--- config.mk ---
export PLATFORM = sky130hd
export DESIGN_NAME = hdlc_rx
export DESIGN_NICKNAME = d
export VERILOG_FILES = /design/src/rtl/hdlc_rx.sv
export SDC_FILE = /design/constraint.sdc
export NUM_CORES = 1
export LEC_CHECK = 0
export CAP_MARGIN = 20
export CORE_ASPECT_RATIO = 0.6
export CORE_UTILIZATION = 55
export CTS_BUF_LIST = sky130_fd_sc_hd__clkbuf_4 sky130_fd_sc_hd__clkbuf_8
export DETAILED_ROUTE_END_ITERATION = 12
export HOLD_SLACK_MARGIN = 0.08
export PLACE_DENSITY = 0.71
export REMOVE_ABC_BUFFERS = 1
export SYNTH_ARGS = -nofsm -noshare
export SYNTH_HDL_FRONTEND = slang
export SYNTH_SLANG_ARGS = --single-unit
--- constraint.sdc ---
create_clock -name netclk -period 4.2 [get_ports netclk]
set_input_delay 1.05 -clock netclk [delete_from_list [all_inputs] [get_ports netclk]]
set_output_delay 1.05 -clock netclk [all_outputs]
set_load 0.01 [all_outputs]
--- src/rtl/hdlc_rx.sv ---
// hdlc_rx: serial HDLC frame receiver. Hunts 0x7E flags, deletes stuffed zeros,
// assembles bytes LSB-first, checks the CRC-16/CCITT FCS and reports frame status.
module hdlc_rx #(
   parameter int MAX_BYTES = 1024,
   parameter int CNT_W     = 11
) (
   input  logic       netclk,
   input  logic       reset,
   input  logic       rxdata,
   output logic [7:0] data_out,
   output logic       data_valid,
   output logic       sop,
   output logic       frame_end,
   output logic       frame_good,
   output logic       err_crc,
   output logic       err_align,
   output logic       err_short,
   output logic       err_abort,
   output logic       err_long,
   output logic       in_frame
);
   typedef enum logic {HUNT, FRAME} state_t;

   localparam logic [15:0]      CRC_POLY = 16'h1021;
   localparam logic [15:0]      CRC_GOOD = 16'h1D0F;
   localparam logic [CNT_W-1:0] CNT_LIM  = CNT_W'(MAX_BYTES);
   localparam logic [CNT_W-1:0] CNT_SAT  = CNT_W'(MAX_BYTES + 1);

   function automatic logic [CNT_W-1:0] sat_inc(input logic [CNT_W-1:0] v);
      return (v >= CNT_SAT) ? CNT_SAT : v + CNT_W'(1);
   endfunction

   state_t           state_q, state_d;
   logic [2:0]       ones_q, ones_d, ones_inc;
   logic [2:0]       bit_cnt_q, bit_cnt_d;
   logic [CNT_W-1:0] byte_cnt_q, byte_cnt_d;
   logic [15:0]      lfsr_q, lfsr_d, crc_snap_q, crc_snap_d;
   logic [7:0]       shreg_q, shreg_d, pipe0_q, pipe0_d, pipe1_q, pipe1_d;
   logic             long_q, long_d;
   logic [7:0]       dout_q, dout_d;
   logic             dvld_q, dvld_d, sop_q, sop_d, fend_q, fend_d, fgood_q, fgood_d;
   logic             ecrc_q, ecrc_d, ealign_q, ealign_d, eshort_q, eshort_d;
   logic             eabort_q, eabort_d, elong_q, elong_d, in_frame_q, in_frame_d;
   logic             is_flag, is_abort, data_bit, aligned, short_v, crc_bad, fb;

   always_comb begin
      ones_inc = (ones_q == 3'd7) ? 3'd7 : ones_q + 3'd1;
      ones_d   = rxdata ? ones_inc : 3'd0;
      is_flag  = !rxdata && (ones_q == 3'd6);
      is_abort = rxdata && (ones_q == 3'd6);
      // ones 1..6 are provisional data; a zero after five ones is a stuffed bit
      data_bit = rxdata ? (ones_inc <= 3'd6) : (ones_q < 3'd5);

      state_d    = state_q;
      bit_cnt_d  = bit_cnt_q;
      byte_cnt_d = byte_cnt_q;
      lfsr_d     = lfsr_q;
      crc_snap_d = crc_snap_q;
      shreg_d    = shreg_q;
      pipe0_d    = pipe0_q;
      pipe1_d    = pipe1_q;
      long_d     = long_q;
      dout_d     = dout_q;
      dvld_d     = 1'b0;
      sop_d      = 1'b0;
      fend_d     = 1'b0;
      fgood_d    = 1'b0;
      ecrc_d     = 1'b0;
      ealign_d   = 1'b0;
      eshort_d   = 1'b0;
      eabort_d   = 1'b0;
      elong_d    = 1'b0;
      aligned    = (bit_cnt_q == 3'd7);
      short_v    = (byte_cnt_q < CNT_W'(3));
      crc_bad    = aligned && !short_v && (crc_snap_q != CRC_GOOD);
      fb         = rxdata ^ lfsr_q[15];

      case (state_q)
         HUNT: begin
            if (is_flag) begin
               state_d    = FRAME;
               bit_cnt_d  = 3'd0;
               byte_cnt_d = '0;
               long_d     = 1'b0;
               lfsr_d     = 16'hFFFF;
            end
         end
         FRAME: begin
            if (is_abort) begin
               if (byte_cnt_q != '0) begin
                  fend_d   = 1'b1;
                  eabort_d = 1'b1;
               end
               state_d    = HUNT;
               bit_cnt_d  = 3'd0;
               byte_cnt_d = '0;
               long_d     = 1'b0;
            end else if (is_flag) begin
               // an aligned flag with no bytes before it is inter-frame fill
               if (!(aligned && byte_cnt_q == '0)) begin
                  fend_d   = 1'b1;
                  ealign_d = !aligned;
                  eshort_d = short_v;
                  ecrc_d   = crc_bad;
                  elong_d  = long_q;
                  fgood_d  = aligned && !short_v && !crc_bad && !long_q;
               end
               bit_cnt_d  = 3'd0;
               byte_cnt_d = '0;
               long_d     = 1'b0;
               lfsr_d     = 16'hFFFF;
            end else if (data_bit) begin
               lfsr_d    = {lfsr_q[14:0], 1'b0} ^ (fb ? CRC_POLY : 16'h0000);
               shreg_d   = {rxdata, shreg_q[7:1]};
               bit_cnt_d = bit_cnt_q + 3'd1;
               if (bit_cnt_q == 3'd7) begin
                  crc_snap_d = lfsr_d;
                  pipe0_d    = shreg_d;
                  pipe1_d    = pipe0_q;
                  byte_cnt_d = sat_inc(byte_cnt_q);
                  if (byte_cnt_d > CNT_LIM) long_d = 1'b1;
                  // the two newest bytes are held back so the FCS is never emitted
                  if (byte_cnt_q >= CNT_W'(2) && byte_cnt_d <= CNT_LIM) begin
                     dvld_d = 1'b1;
                     dout_d = pipe1_q;
                     sop_d  = (byte_cnt_q == CNT_W'(2));
                  end
               end
            end
         end
         default: state_d = HUNT;
      endcase
      in_frame_d = (state_d == FRAME);
   end

   always_ff @(posedge netclk or posedge reset) begin
      if (reset) begin
         state_q    <= HUNT;
         ones_q     <= 3'd0;
         bit_cnt_q  <= 3'd0;
         byte_cnt_q <= '0;
         lfsr_q     <= 16'hFFFF;
         crc_snap_q <= 16'h0000;
         shreg_q    <= 8'h00;
         pipe0_q    <= 8'h00;
         pipe1_q    <= 8'h00;
         long_q     <= 1'b0;
         dout_q     <= 8'h00;
         dvld_q     <= 1'b0;
         sop_q      <= 1'b0;
         fend_q     <= 1'b0;
         fgood_q    <= 1'b0;
         ecrc_q     <= 1'b0;
         ealign_q   <= 1'b0;
         eshort_q   <= 1'b0;
         eabort_q   <= 1'b0;
         elong_q    <= 1'b0;
         in_frame_q <= 1'b0;
      end else begin
         state_q    <= state_d;
         ones_q     <= ones_d;
         bit_cnt_q  <= bit_cnt_d;
         byte_cnt_q <= byte_cnt_d;
         lfsr_q     <= lfsr_d;
         crc_snap_q <= crc_snap_d;
         shreg_q    <= shreg_d;
         pipe0_q    <= pipe0_d;
         pipe1_q    <= pipe1_d;
         long_q     <= long_d;
         dout_q     <= dout_d;
         dvld_q     <= dvld_d;
         sop_q      <= sop_d;
         fend_q     <= fend_d;
         fgood_q    <= fgood_d;
         ecrc_q     <= ecrc_d;
         ealign_q   <= ealign_d;
         eshort_q   <= eshort_d;
         eabort_q   <= eabort_d;
         elong_q    <= elong_d;
         in_frame_q <= in_frame_d;
      end
   end

   assign data_out   = dout_q;
   assign data_valid = dvld_q;
   assign sop        = sop_q;
   assign frame_end  = fend_q;
   assign frame_good = fgood_q;
   assign err_crc    = ecrc_q;
   assign err_align  = ealign_q;
   assign err_short  = eshort_q;
   assign err_abort  = eabort_q;
   assign err_long   = elong_q;
   assign in_frame   = in_frame_q;
endmodule

==> run_results.csv <==
group,metric,value,unit
run_status,status,"finished, final reports clean",
clock_network,cts_setup_buffers,0,
power,total_power,0.00265,W
clock_network,clock-sinks,91,
floorplan,die_h,68.5,um
grt,antenna_found_initial,0,
sta,setup_viol,0,
synthesis,syn_inst,422,
grt,grt_pass1_vias,2751,
floorplan,rows,23,
floorplan,die_area,7720,sq um
placed_design,dpl.hpwl,5.45,mm
power,ir_drop,0.362,mV
route,drc,0,
clock_network,cts-root-buf,"clkbuf_8",
placed_design,place_congestion,0.880,
critical_path,required,4490,ps
synthesis,synthArstFlopShare,1.00,
clock_network,clock_path_buffers,2,
final_layout,n_antenna_cell,0,
grt,grt_first_pass_wirelength,13.5,mm
route,dr.pass1.iters,4,
sta,setup_slack,1290,ps
critical_path,path_cells,"clkdlybuf4s50_1 > a211oi_1 > a21oi_1 > nand3_1 > o21ai_0 > nand2_1",
final_layout,multi_input_area,1620,sq um
sta,finClkSkew,9.27,ps
clock_network,tritoncts,"yes",
critical_path,critPathTopFamily,"compound AO/OA/AOI/OAI gates",
hold_path,holdPathStages,2,
clock_network,cts.clk_slew.worst_paths,80,ps
floorplan,start_util,0.587,
critical_path,worst-path-max-fanout,25,
final_layout,fill_cells,564,
floorplan,die_w,113,um
route,drt_iter0_markers,217,
sta,clock.fmax,0.344,GHz
grt,track_usage,0.236,
clock_network,numCtsBuffers,9,
synthesis,synthTopCellsByArea,"dfrtp_1 (46%), nand2_1 (14%), dfstp_2 (10%)",
grt,use_met1,0.330,
critical_path,rr_endpoint,"lfsr_q[12]",
sta,slew_headroom,0.486,
route,viasPerCell,5.48,
final_layout,area_growth,12.3,%
route,route.vias.total,2907,
power,power_density,583,nW/um^2
critical_path,startpoint_type,"primary input",
clock_network,clkLatencyLatePin,350,ps
route,routed_wl,7.97,mm
placed_design,pre_cts_slack,899,ps
synthesis,yosys.area.top_type,"dfrtp_1",
synthesis,yosysMostFrequentCell,"nand2_1",
run,drv_cap,0,
synthesis,yosysSeqAreaShare,0.567,
critical_path,max_stage_delay,630,ps
final_layout,stdcell_count,530,
synthesis,yosys_warnings,0,
route,wl_per_cell,15.0,um
grt,grt_max_degree,40,
critical_path,reg2reg_setup_slack,1490,ps
grt,globalRouteOverflowTotal,0,
synthesis,synth.avg_cell_area,9.60,sq um
critical_path,reg2regPathDepth,7,
clock_network,htree_levels,3,
critical_path,path_class,"primary input to flop",
final_layout,drive_above_1_share,0.126,
critical_path,timing.rr.start,"ones_q[0]",
sta,fin_crit_sh,0.693,
synthesis,synth-edff-count,0,
placed_design,place_inst,514,
synthesis,yosysUniqueCellTypes,50,
sta,rsz0062_at_grt,"no",
sta,min_period,2910,ps
floorplan,core-area,6910,sq um
final_layout,nNetsFinal,450,
hold_path,worstHoldStart,"lfsr_q[0]",
critical_path,arrival,3200,ps
floorplan,io_pins,21,
sta,timing.final.max_slew_violations,0,
route,postRouteAntennaNets,0,
synthesis,synthFlopType,"dfrtp_1",
critical_path,critPathSlowestCell,"nand3_1",
sta,holdWs,464,ps
hold_path,holdPathEnd,"lfsr_q[1]",
grt,gr-max-usage-layer,"met2",
clock_network,holdBufCountCts,0,
synthesis,yosys-top-cells-count,"nand2_1 (154), dfrtp_1 (75), o21ai_0 (34)",
synthesis,ys_ff_latch,91,
synthesis,synth_area,4050,sq um
final_layout,utilization,0.659,
sta,worst_slew_pin_slew,769,ps
grt,use_met3,0.0771,
grt,grt_util_met2,0.340,
placed_design,portBuffers,20,
hold_path,hold_path_class,"flop to flop",
power,p_leak,2.22,nW
final_layout,seq_area,2300,sq um
critical_path,endpoint_kind,"flop",
synthesis,yosysTopAreaCellShare,0.463,
critical_path,worstPathBufferInverterCount,1,
sta,hold_violations,0,
clock_network,cts_resized,0,
## metal layers
| layer | wire, um | part of all wire |
|---|---|---|
| met2 | 3310 | 0.42 |
| met3 | 558 | 0.070 |
| met4 | 59 | 0.0074 |
| met1 | 4040 | 0.51 |
| met5 | 0 | 0 |
## worst register-to-register path, cell delays in order (launching register included)
cell,delay [ps]
dfrtp_1,410
inv_1,80
ha_1,320
inv_1,50
maj3_1,390
a21oi_1,340
nand3_1,640
o21ai_0,390
## cell families (layout without fill, tap and decap cells)
family,Yosys count,after routing,share of synthesized area
AND/OR/NAND/NOR,206,206,0.219
flip-flops,91,91,0.567
AO/OA/AOI/OAI,65,65,0.106
buffers and inverters,33,54,0.0364
adder cells (fa/ha/maj),10,10,0.0303
multiplexers,9,9,0.0247
XOR/XNOR,8,8,0.0173
## final cells by class
| type | instances | share of cell area |
|---|---|---|
| Timing Repair Buffer | 28 | 0.0572 |
| Tap cell | 87 | 0.0239 |
| Sequential cell | 91 | 0.505 |
| Clock buffer | 13 | 0.0352 |
| Multi-Input combinational cell | 298 | 0.356 |
| Clock inverter | 3 | 0.0143 |
| Inverter | 10 | 0.00853 |
## where the power goes
part / total (W) / internal [W] / switching (W) / leakage [nW]
Combinational: 0.000623 / 0.000255 / 0.000368 / 0.933
Sequential: 0.00138 / 0.00118 / 0.000196 / 1.17
Clock: 0.000652 / 0.000371 / 0.000281 / 0.118
## worst max-delay path by stage
stage / startpoint / end / slack [ps] / cells after the start
after global placement: rxdata / lfsr_q[12] / 990 / 6
final: rxdata / lfsr_q[11] / 1290 / 6
after global routing: rxdata / lfsr_q[15] / 1020 / 6
after detailed placement: rxdata / lfsr_q[11] / 900 / 6
after floorplan: rxdata / data_out[0] / -80 / 4
after CTS: rxdata / lfsr_q[11] / 1270 / 6
## cells in the final DEF, fill, tap and decap left out, types with 3 or more instances in the layout
cell / count
clkbuf_8: 10
clkbuf_4: 3
nand4_1: 7
o21ai_0: 34
nor2_1: 11
dfstp_2: 16
dfrtp_1: 75
nor3_1: 3
nand3_1: 9
clkdlybuf4s50_1: 20
buf_4: 8
and3_1: 6
a21oi_1: 5
xnor2_1: 3
xor2_1: 5
a31oi_1: 3
mux2_2: 8
inv_1: 9
nand2_1: 154
ha_1: 9
## per-stage QoR
stage          cell area (sq um)  setup TNS (ps)
5_1_grt                     4550               0
6_report                    4550               0
3_5_place_dp                4320               0
4_1_cts                     4550               0
2_1_floorplan               3940            -608
3_3_place_gp                4320               0
## registers in the layout (all words and copies together), names as in the netlist, named ones only
signal	flops
ones_q	3
frame_end	1
byte_cnt_q	11
pipe1_q	8
lfsr_q	16
shreg_q	7
crc_snap_q	16
sop	1
frame_good	1
err_abort	1
long_q	1
data_valid	1
pipe0_q	8
bit_cnt_q	3
err_align	1
err_short	1
data_out	8
err_long	1
err_crc	1
Note: power is estimated with default switching activity, not from simulation.
